==> src/rtl/apb_master_bridge.sv <==
//------------------------------------------------------------------------------
// apb_master_bridge
//
// Purpose
//   Turns a simple valid/ready command interface into APB transfers on up to
//   four slaves. Each slave owns one 4 KiB window. Slave n is decoded where
//   PADDR[31:12] == BASE_HI + n. A command to an address outside these windows
//   never reaches the bus and is answered with an error. An ACCESS phase that
//   waits TIMEOUT cycles without PREADY is aborted with an error.
//
// Parameters
//   TIMEOUT  maximum ACCESS-phase cycles without PREADY (must be >= 1)
//   BASE_HI  PADDR[31:12] of slave 0
//
// Ports
//   PCLK, PRESET              clock, asynchronous active-high reset
//   req_valid / req_ready     command handshake; ready only while idle
//   req_write                 1 = write, 0 = read
//   req_addr, req_wdata       byte address and write data
//   rsp_valid                 one-cycle response strobe
//   rsp_rdata, rsp_err        response data (0 for writes/errors) and error
//                             flag; both hold until the next response
//   PADDR, PWRITE, PWDATA     APB address, direction and write data
//   PSEL[3:0], PENABLE        one-hot slave select and access-phase strobe
//   PRDATA0..PRDATA3          per-slave read data
//   PREADY[3:0]               per-slave ready, bit n belongs to slave n
//------------------------------------------------------------------------------
module apb_master_bridge #(
    parameter int unsigned TIMEOUT = 255,
    parameter logic [19:0] BASE_HI = 20'h10000
) (
    input  logic        PCLK,
    input  logic        PRESET,
    // command side
    input  logic        req_valid,
    output logic        req_ready,
    input  logic        req_write,
    input  logic [31:0] req_addr,
    input  logic [31:0] req_wdata,
    // response side
    output logic        rsp_valid,
    output logic [31:0] rsp_rdata,
    output logic        rsp_err,
    // APB master side
    output logic [31:0] PADDR,
    output logic [3:0]  PSEL,
    output logic        PENABLE,
    output logic        PWRITE,
    output logic [31:0] PWDATA,
    input  logic [31:0] PRDATA0,
    input  logic [31:0] PRDATA1,
    input  logic [31:0] PRDATA2,
    input  logic [31:0] PRDATA3,
    input  logic [3:0]  PREADY
);

    localparam int unsigned NUM_SLAVES = 4;

    // The wait counter only has to reach TIMEOUT, never exceed it.
    localparam int unsigned CNT_W = (TIMEOUT < 2) ? 1 : $clog2(TIMEOUT + 1);
    localparam logic [CNT_W-1:0] TIMEOUT_CNT = CNT_W'(TIMEOUT);

    typedef enum logic [1:0] {
        ST_IDLE   = 2'd0,
        ST_SETUP  = 2'd1,
        ST_ACCESS = 2'd2,
        ST_RESP   = 2'd3
    } state_t;

    //--------------------------------------------------------------------------
    // Declarations
    //--------------------------------------------------------------------------
    state_t             r_state;
    state_t             w_state_next;

    logic [31:0]        r_paddr;
    logic               r_pwrite;
    logic [31:0]        r_pwdata;
    logic [1:0]         r_slot;

    logic [CNT_W-1:0]   r_wait_cnt;
    logic [CNT_W-1:0]   w_wait_cnt_inc;

    logic [31:0]        r_rsp_rdata;
    logic               r_rsp_err;
    logic               w_rsp_load;
    logic [31:0]        w_rsp_rdata_next;
    logic               w_rsp_err_next;

    logic               w_accept;
    logic [19:0]        w_slot_offset;
    logic               w_mapped;
    logic               w_bus_active;
    logic               w_sel_ready;
    logic [31:0]        w_sel_rdata;
    logic               w_timeout;

    logic [32*NUM_SLAVES-1:0] w_prdata_flat;
    logic [31:0]              w_prdata [NUM_SLAVES];

    //--------------------------------------------------------------------------
    // Command acceptance and address decode
    //--------------------------------------------------------------------------
    // req_ready is gated by PRESET so nothing is offered while reset is held,
    // even though the state register already reads IDLE.
    assign req_ready = (r_state == ST_IDLE) && !PRESET;
    assign w_accept  = req_valid && req_ready;

    // Modular subtraction: everything below BASE_HI wraps to a large offset
    // and therefore decodes as unmapped along with everything above the map.
    assign w_slot_offset = req_addr[31:12] - BASE_HI;
    assign w_mapped      = (w_slot_offset < 20'(NUM_SLAVES));

    //--------------------------------------------------------------------------
    // Slave read-data / ready selection
    //--------------------------------------------------------------------------
    assign w_prdata_flat = {PRDATA3, PRDATA2, PRDATA1, PRDATA0};

    genvar gi;
    generate
        for (gi = 0; gi < NUM_SLAVES; gi++) begin : g_slave
            assign w_prdata[gi] = w_prdata_flat[gi*32 +: 32];
            // Select is decoded from state, so an asynchronous reset of the
            // state register drops PSEL at once.
            assign PSEL[gi]     = w_bus_active && (r_slot == 2'(gi));
        end
    endgenerate

    // Only the addressed slave's PREADY is ever looked at.
    assign w_sel_ready = PREADY[r_slot];
    assign w_sel_rdata = w_prdata[r_slot];

    //--------------------------------------------------------------------------
    // Wait counter
    //--------------------------------------------------------------------------
    assign w_wait_cnt_inc = r_wait_cnt + CNT_W'(1);
    // Abort on the ACCESS cycle whose missing PREADY would bring the count to
    // TIMEOUT, so exactly TIMEOUT ACCESS cycles elapse before giving up.
    assign w_timeout = (w_wait_cnt_inc == TIMEOUT_CNT);

    always_ff @(posedge PCLK or posedge PRESET) begin
        if (PRESET) begin
            r_wait_cnt <= '0;
        end else if (r_state == ST_SETUP) begin
            r_wait_cnt <= '0;
        end else if ((r_state == ST_ACCESS) && !w_sel_ready) begin
            r_wait_cnt <= w_wait_cnt_inc;
        end
    end

    //--------------------------------------------------------------------------
    // FSM: state register
    //--------------------------------------------------------------------------
    always_ff @(posedge PCLK or posedge PRESET) begin
        if (PRESET) begin
            r_state <= ST_IDLE;
        end else begin
            r_state <= w_state_next;
        end
    end

    //--------------------------------------------------------------------------
    // FSM: next state and response capture
    //--------------------------------------------------------------------------
    always_comb begin
        w_state_next     = r_state;
        w_rsp_load       = 1'b0;
        w_rsp_rdata_next = 32'h0;
        w_rsp_err_next   = 1'b0;

        case (r_state)
            ST_IDLE: begin
                if (w_accept) begin
                    if (w_mapped) begin
                        w_state_next = ST_SETUP;
                    end else begin
                        // Unmapped: answer straight away, bus untouched.
                        w_state_next   = ST_RESP;
                        w_rsp_load     = 1'b1;
                        w_rsp_err_next = 1'b1;
                    end
                end
            end

            ST_SETUP: begin
                w_state_next = ST_ACCESS;
            end

            ST_ACCESS: begin
                // PREADY is checked before the timeout so a slave that becomes
                // ready on the last allowed cycle still completes normally.
                if (w_sel_ready) begin
                    w_state_next     = ST_RESP;
                    w_rsp_load       = 1'b1;
                    w_rsp_rdata_next = r_pwrite ? 32'h0 : w_sel_rdata;
                end else if (w_timeout) begin
                    w_state_next   = ST_RESP;
                    w_rsp_load     = 1'b1;
                    w_rsp_err_next = 1'b1;
                end
            end

            ST_RESP: begin
                w_state_next = ST_IDLE;
            end

            default: begin
                w_state_next = ST_IDLE;
            end
        endcase
    end

    //--------------------------------------------------------------------------
    // Command registers: loaded only on acceptance, so they stay stable for
    // the whole transfer and keep their value while idle or responding.
    //--------------------------------------------------------------------------
    always_ff @(posedge PCLK or posedge PRESET) begin
        if (PRESET) begin
            r_paddr  <= 32'h0;
            r_pwrite <= 1'b0;
            r_pwdata <= 32'h0;
            r_slot   <= 2'd0;
        end else if (w_accept) begin
            r_paddr  <= req_addr;
            r_pwrite <= req_write;
            r_pwdata <= req_wdata;
            r_slot   <= w_slot_offset[1:0];
        end
    end

    //--------------------------------------------------------------------------
    // Response registers: written only when entering RESP, so the last
    // response stays visible until the next one.
    //--------------------------------------------------------------------------
    always_ff @(posedge PCLK or posedge PRESET) begin
        if (PRESET) begin
            r_rsp_rdata <= 32'h0;
            r_rsp_err   <= 1'b0;
        end else if (w_rsp_load) begin
            r_rsp_rdata <= w_rsp_rdata_next;
            r_rsp_err   <= w_rsp_err_next;
        end
    end

    //--------------------------------------------------------------------------
    // Outputs
    //--------------------------------------------------------------------------
    assign w_bus_active = (r_state == ST_SETUP) || (r_state == ST_ACCESS);
    assign PENABLE      = (r_state == ST_ACCESS);
    assign PADDR        = r_paddr;
    assign PWRITE       = r_pwrite;
    assign PWDATA       = r_pwdata;

    assign rsp_valid    = (r_state == ST_RESP);
    assign rsp_rdata    = r_rsp_rdata;
    assign rsp_err      = r_rsp_err;

endmodule

==> config.mk <==
export PLATFORM = sky130hd
export DESIGN_NAME = apb_master_bridge
export DESIGN_NICKNAME = d
export VERILOG_FILES = /design/src/rtl/apb_master_bridge.sv
export SDC_FILE = /design/constraint.sdc
export NUM_CORES = 1
export LEC_CHECK = 0
export ABC_AREA = 1
export CORE_MARGIN = 2
export CORE_UTILIZATION = 40
export CTS_CLUSTER_DIAMETER = 40
export DETAILED_ROUTE_END_ITERATION = 10
export PLACE_DENSITY = 0.84
export SETUP_SLACK_MARGIN = 0.15
export SYNTH_ARGS = -nofsm -noshare
export SYNTH_HDL_FRONTEND = slang
export SYNTH_SLANG_ARGS = --single-unit
==> constraint.sdc <==
create_clock -name PCLK -period 6.3 [get_ports PCLK]
set_clock_uncertainty 0.2 [all_clocks]
set_input_delay 0.63 -clock PCLK [delete_from_list [all_inputs] [get_ports PCLK]]
set_output_delay 0.63 -clock PCLK [all_outputs]
set_load 0.01 [all_outputs]
==> summary.md, run 1 <==
| Metric | Value |
|---|---|
| Leading area contributor after synthesis | dfrtp_1 |
| Sequential cell fraction of total power | 32.1% |
| Achievable Freq | between 0.3 and 0.4 GHz |
| Ys flop type | dfrtp_1 |
| Clk sinks | 108 |
| H-tree depth | 3 |
| Area occupied by multi-input gates | around 0.0023 mm² |
| CP required | 6380 ps |
| Placed Instance Area | 0.00842 mm² |
| Static Leak | around 0.0041 µW |
| CTS clock-pin slew for the worst setup and hold paths | 70 ps |
| Mapped Cells | 689 |
| Clock power share | 16.6% |
| Post-synth EDFFs | 0 |
| Setup crit start kind | register |
| DR vias/cell | 4.83 |
| Final Max Slew Viols | 0 |
| Num rows | 41 |
| Ys async rst share | 100% |
| Status | finished clean |
| Final hold viol count | 0 |
| Postcts setup bufs | 0 |
| # hold bufs at CTS | 0 |
| Comb power frac | 51.3% |
| Nets | 1,181 |
| Final Non-Filler Cells | 1,152 |
| DRC errors left | 0 |
| Initial antenna violation count | 0 |
| Post-CTS resize count | 0 |
| Max IR drop VDD | 0.194 mV |
| Pwr/cell area | 422 mW/mm² |
| Psw | about 1400 µW |
| Diode count | 0 |
| MaxCap Viol Count | 0 |
| Pin count of the biggest net entering global routing | 82 |
| WP data arrival | between 3000 and 4000 ps |
| Worst setup EP type | register |
| Clock Latency Late Sink | 340 ps |
| Synthesized area per cell | approximately 7.6 µm² |
| Die ar. | around 0.014 mm² |
| Slew HR | 25.6% |
| Core region area | 0.0127 mm² |
| Starting density of the core | 41.3% |
| Clock Path Buffers | 2 |
| Port Buffers | 304 |
| Setup violators final | 0 |
| Switching Fraction | 37.7% |
| Tightest Pin Transition | 1110 ps |
| Total number of vias | 5,564 |
| Post-synth top area share | 51.4% |
| CTS buffer count | 9 |
| Setup tns final | 0 ps |
| Cell-internal power | 2300 µW |
| CTS tree | yes |
| DP HPWL | 13,300 µm |
| Final wirelength | around 17,000 µm |
| Syn_nets | 895 |
| Fin crit share | 46.9% |
| Sequential fraction of the synthesis area | approximately half |
| Avg WL per Cell | 15.0 µm |
| GRT Overall Usage | 24.7% |
| Seq. cell area | between 0.002 and 0.003 mm² |
| Ranking of synthesized cells by area | dfrtp_1 (51%), nand2_1 (24%), nand3_1 (7.4%), a22oi_1 (4.6%), inv_1 (2.8%) |
| Area growth syn-to-layout | 66.4% |
| Post-placement cell count | 1,136 |
| Vias in the first global route | 5,542 |
| Yosys reg bits | 108 |
| Pre-antenna DRT Iters | 5 |
| Design area | between 0.008 and 0.009 mm² |
| Synth unique cells | 22 |
| Netlist Area Pre-Place | ~0.0053 mm² |
| RSZ-0062 raised after global routing | no |
| Synth top cells by count | nand2_1 (336), dfrtp_1 (108), nand3_1 (78), inv_1 (39), a22oi_1 (32) |
| Initial DRC Count | roughly 270 |
| Worst Hold Class | reg -> reg |
| Die H | 119 µm |
| Fin crit period | 2960 ps |
| Kind of critical path | reg -> reg |
| CP max FO | 33 |
| Synth warn | 0 |
| Overflow after GRT | 0 |
| Io pins | 305 |
| Post-route ant nets | 0 |
| Die W | 119 µm |
| First-pass GRT wire length | ~28,000 µm |
| Final Wtd Congestion | approximately 0.84 |
| Clk root buf | clkbuf_16 |
| Most frequent cell after synthesis | nand2_1 |
| Layout filler cell count | 1,099 |
| Layout cells sized above 1 | under 10% |
==> per-layer routing <==
metal  share of wire [%]  GRT usage (%)
met1                  39           29.1
met2                  52           43.6
met3                 5.6           4.83
met4                 3.2           10.3
met5                   0              0
==> stage by stage <==
step	power (µW)	util, %	hold slack, ps	worst slack (ps)
after floorplan	2090	-	290	2620
after global placement	3060	66.2	261	3140
after detailed placement	3110	66.2	264	3120
after CTS	3740	68.8	281	3330
after global routing	3960	68.8	297	3080
final	3700	68.8	275	3340
==> final timing paths <==
kind | start | to | slack [ps] | depth (start not counted)
max in group asynchronous | PRESET | rsp_rdata[30]$_DFFE_PP0P_ | 4190 | 3
worst min-delay path | PWDATA[27]$_DFFE_PP0P_ | PWDATA[27]$_DFFE_PP0P_ | 270 | 2
min in group asynchronous | PRESET | r_wait_cnt[0]$_DFFE_PP0P_ | 500 | 2
worst max-delay path | PADDR[13]$_DFFE_PP0P_ | rsp_rdata[24]$_DFFE_PP0P_ | 3340 | 10
worst max register to register | PADDR[13]$_DFFE_PP0P_ | rsp_rdata[24]$_DFFE_PP0P_ | 3340 | 10
worst min register to register | PWDATA[27]$_DFFE_PP0P_ | PWDATA[27]$_DFFE_PP0P_ | 270 | 2
==> flip-flops by register name (all words and copies together), names as in the netlist <==
register,cells
rsp_err,1
PWRITE,1
r_state,2
PWDATA,32
r_wait_cnt,8
rsp_rdata,32
PADDR,32
==> cell type report <==
class | instances | area share, %
clock buffers | 13 | 2.98
clock inverters | 3 | 0.787
inverters | 44 | 1.92
multi-input cells | 503 | 25.7
flip-flops and latches | 108 | 30.9
well taps | 172 | 2.46
repair buffers | 309 | 35.2
==> critical path, stage by stage (launching register included) <==
cell and delay [ps]:
dfrtp_1 470, nand2_1 130, inv_1 470, nand2_1 190, nand2_1 120, nor2_4 170
nor2_1 80, a21oi_2 500, buf_4 340, nand3_1 100, nand2_1 100
==> power by group through the flow <==
| stage | Sequential [µW] | Combinational, µW | Clock, µW |
|---|---|---|---|
| after floorplan | 1310 | 781 | 0 |
| after global placement | 1180 | 1880 | 0 |
| after detailed placement | 1190 | 1920 | 0 |
| after CTS | 1190 | 1920 | 628 |
| after global routing | 1230 | 2070 | 657 |
| final | 1190 | 1900 | 614 |
==> placed cells by master, fill, tap and decap left out, drive strengths merged <==
master and instances:
a21oi 1, a22oi 32, buf 5, bufinv 2, clkbuf 13, clkdlybuf4s50 304, clkinv 1, dfrtp 108
ha 6, inv 44, nand2 336, nand3 79, nand4 3, nor2 17, nor3 2, o21ai 22
o21bai 1, o22ai 4
==> logic make-up after synthesis <==
| kind of cell | Yosys count | synth area share (%) |
|---|---|---|
| flops | 108 | 51.4 |
| fa+ha+maj | 6 | 1.43 |
| buf+inv | 78 | 5.85 |
| compound gates | 60 | 7.45 |
| simple gates | 437 | 33.9 |
Power figures use the tool's default switching activity.
==> inputs of run 2 (changes only) <==
--- a/config.mk
+++ b/config.mk
@@ -6,11 +6,12 @@
 export NUM_CORES = 1
 export LEC_CHECK = 0
 export ABC_AREA = 1
+export CORE_ASPECT_RATIO = 1.2
 export CORE_MARGIN = 2
-export CORE_UTILIZATION = 40
+export CORE_UTILIZATION = 35
 export CTS_CLUSTER_DIAMETER = 40
 export DETAILED_ROUTE_END_ITERATION = 10
-export PLACE_DENSITY = 0.84
+export PLACE_DENSITY = 0.78
 export SETUP_SLACK_MARGIN = 0.15
 export SYNTH_ARGS = -nofsm -noshare
 export SYNTH_HDL_FRONTEND = slang
==> constraint.sdc (replaced) <==
create_clock -name PCLK -period 2.7 [get_ports PCLK]
set_clock_uncertainty 0.2 [all_clocks]
set_input_delay 0.27 -clock PCLK [delete_from_list [all_inputs] [get_ports PCLK]]
set_output_delay 0.27 -clock PCLK [all_outputs]
set_load 0.01 [all_outputs]
==> run 2 against run 1 <==
  * Non-clock buffer count grew 7
  * Utilization shrank 9.3 points
  * Sequential cell count unchanged
  * Total power grew 130%
  * Die area is 14% higher
  * Critical path depth decreased by 5
  * Clock power is 110% higher
  * Count of clock-buffer cells in the layout fell by 2
  * Global-route usage is 3.2 points lower
  * Worst setup slack worse by 3000 ps
  * Largest power group unchanged
==> summary.md, run 2 (synthesis gave the netlist of run 1 again) <==
| Metric | Value |
|---|---|
| Fin crit share | 88.4% |
| CP required | 2230 ps (-4150 ps) |
| Cell-internal power | 5200 µW (+130%) |
| Layout cells sized above 1 | 4.26% (+0.79 points) |
| Pwr/cell area | 964 mW/mm² (+130%) |
| Die H | 138 µm (+17%) |
| Num rows | 49 (+20%) |
| RSZ-0062 raised after global routing | no |
| CTS clock-pin slew for the worst setup and hold paths | 80 ps (about the same) |
| Tightest Pin Transition | 618 ps (-497 ps) |
| Overflow after GRT | 0 (unchanged) |
| First-pass GRT wire length | 27,400 µm (-0.97%) |
| Starting density of the core | 35.4% (-5.9 points) |
| Clk root buf | clkbuf_16 |
| Diode count | 0 (unchanged) |
| Final wirelength | 17,400 µm (+0.90%) |
| Vias in the first global route | 5,547 (+0.090%) |
| Hold slack | 256 ps (-18.7 ps) |
| Seq. cell area | 0.00270 mm² (unchanged) |
| DRC errors left | 0 (unchanged) |
| Pin count of the biggest net entering global routing | 109 (+33%) |
| Layout filler cell count | 1,376 (+25%) |
| Static Leak | 0.00418 µW (+0.77%) |
| Final Non-Filler Cells | 1,191 (+3.4%) |
| Die W | 116 µm (-2.3%) |
| Comb power frac | 52.6% (+1.3 points) |
| Area growth syn-to-layout | 67.8% |
| Psw | 3300 µW (+140%) |
| Setup violators final | 0 (unchanged) |
| MaxCap Viol Count | 0 (unchanged) |
| Worst Hold Class | in -> reg |
| Final Wtd Congestion | 0.805 (-4.1%) |
| Clock Path Buffers | 2 (unchanged) |
| Port Buffers | 304 (unchanged) |
| Achievable Freq | 0.419 GHz |
| DR vias/cell | 4.68 (-3.2%) |
| # hold bufs at CTS | 0 (unchanged) |
| DP HPWL | 13,400 µm (+0.83%) |
| Met2 usage | 37.9% (-5.7 points) |
| Sequential cell fraction of total power | 32.4% (+0.3 points) |
| Avg WL per Cell | 14.6 µm (-2.4%) |
| Final hold viol count | 0 (unchanged) |
| Clock Latency Late Sink | 340 ps (about the same) |
| Initial antenna violation count | 0 (unchanged) |
| Fin crit period | 2390 ps |
| CP max FO | 4 (-88%) |
| Leading cell type in the layout, fill and taps excluded | nand2_1 |
| Pre-antenna DRT Iters | 4 (-1) |
| Post-placement cell count | 1,175 (+3.4%) |
| Core region area | 0.0148 mm² (+17%) |
| Io pins | 305 (unchanged) |
| Most frequent cells in the layout | nand2_1 (335), clkdlybuf4s50_1 (303), dfrtp_1 (108) |
| Total number of vias | 5,569 (+0.090%) |
| H-tree depth | 3 (unchanged) |
| Post-route ant nets | 0 (unchanged) |
| Area occupied by multi-input gates | 0.00226 mm² (+0.33%) |
| Max IR drop VDD | 0.571 mV (+190%) |
| Met1 Use GR | 25.3% (-3.9 points) |
| Status | finished clean |
| Final core occ | 59.5% (-9.3 points) |
| Setup ws final | 313 ps (-3030 ps) |
| Slew HR | 58.8% (+33 points) |
| Final Max Slew Viols | 0 (unchanged) |
| Initial DRC Count | 278 (+4.9%) |
| Postcts setup bufs | 0 (unchanged) |
| Post-CTS resize count | 0 (unchanged) |
| Setup tns final | 0 ps (unchanged) |
| Switching Fraction | 38.9% (+1.1 points) |
| Nets | 1,188 (+0.59%) |
| WP data arrival | 1920 ps (-1110 ps) |
| Clk sinks | 108 (unchanged) |
| Setup slack at placement | 479 ps (-2640 ps) |
| Kind of critical path | reg -> out |
| Clock power share | 15.0% (-1.6 points) |
| Grt peak-use layer | met2 |
| Worst setup EP type | output port |
| GRT Overall Usage | 21.5% (-3.2 points) |
| M3 GR Usage | 4.78% (-0.048 points) |
| CTS buffer count | 9 (unchanged) |
| Die ar. | 0.0160 mm² (+14%) |
| CTS tree | yes |
| Setup crit start kind | register |
run 2: cell count changes in the layout (fill, tap and decap cells not counted), moves of 2 or more:
cell | previous run | this run
buf_4 | 5 | 11
bufinv_16 | 2 | 0
clkinv_4 | 1 | 3
inv_6 | 0 | 2
run 2: metal layers:
layer / wire, µm / vias to the layer above
li1: - / 2781
met3: 1120 / 37
met5: 0 / -
met1: 6900 / 2545
met4: 505 / 0
met2: 8880 / 206
run 2: layout make-up:
cell class | count | area share (%)
clock buffer | 11 | 2.75
clock inverter | 5 | 0.496
inverter | 44 | 1.91
multi-input combinational | 503 | 25.6
sequential | 108 | 30.6
tap | 204 | 2.89
timing repair buffer | 316 | 35.7
run 2: power by group through the flow:
| stage | clock, µW | combinational (µW) | sequential, µW |
|---|---|---|---|
| 4_1_cts | 1310 | 4550 | 2750 |
| 2_1_floorplan | 0 | 1820 | 3050 |
| 3_3_place_gp | 0 | 4470 | 2750 |
| 5_1_grt | 1370 | 4900 | 2840 |
| 6_report | 1280 | 4480 | 2750 |
| 3_5_place_dp | 0 | 4530 | 2770 |
run 2: critical path: stages, from the launching register on:
cell	delay, ps
dfrtp_1	410
inv_1	80
ha_1	300
inv_1	90
nor2_1	130
clkdlybuf4s50_1	560
run 2: through the flow:
stage          cell area, µm²  power (µW)
3_3_place_gp             8530        7220
2_1_floorplan            5260        4870
5_1_grt                  8820        9100
6_report                 8820        8500
4_1_cts                  8820        8620
3_5_place_dp             8530        7300
run 2: worst paths after layout:
check	startpoint	end	slack, ps	depth (start not counted)
min in group asynchronous	PRESET	PADDR[0]$_DFFE_PP0P_	300	3
max in group asynchronous	PRESET	rsp_rdata[30]$_DFFE_PP0P_	1600	3
worst max-delay path	r_state[1]$_DFFE_PP0P_	PSEL[1]	310	5
worst min register to register	PWDATA[23]$_DFFE_PP0P_	PWDATA[23]$_DFFE_PP0P_	280	2
worst max register to register	PADDR[13]$_DFFE_PP0P_	rsp_rdata[9]$_DFFE_PP0P_	480	10
worst min-delay path	req_addr[8]	PADDR[8]$_DFFE_PP0P_	260	3
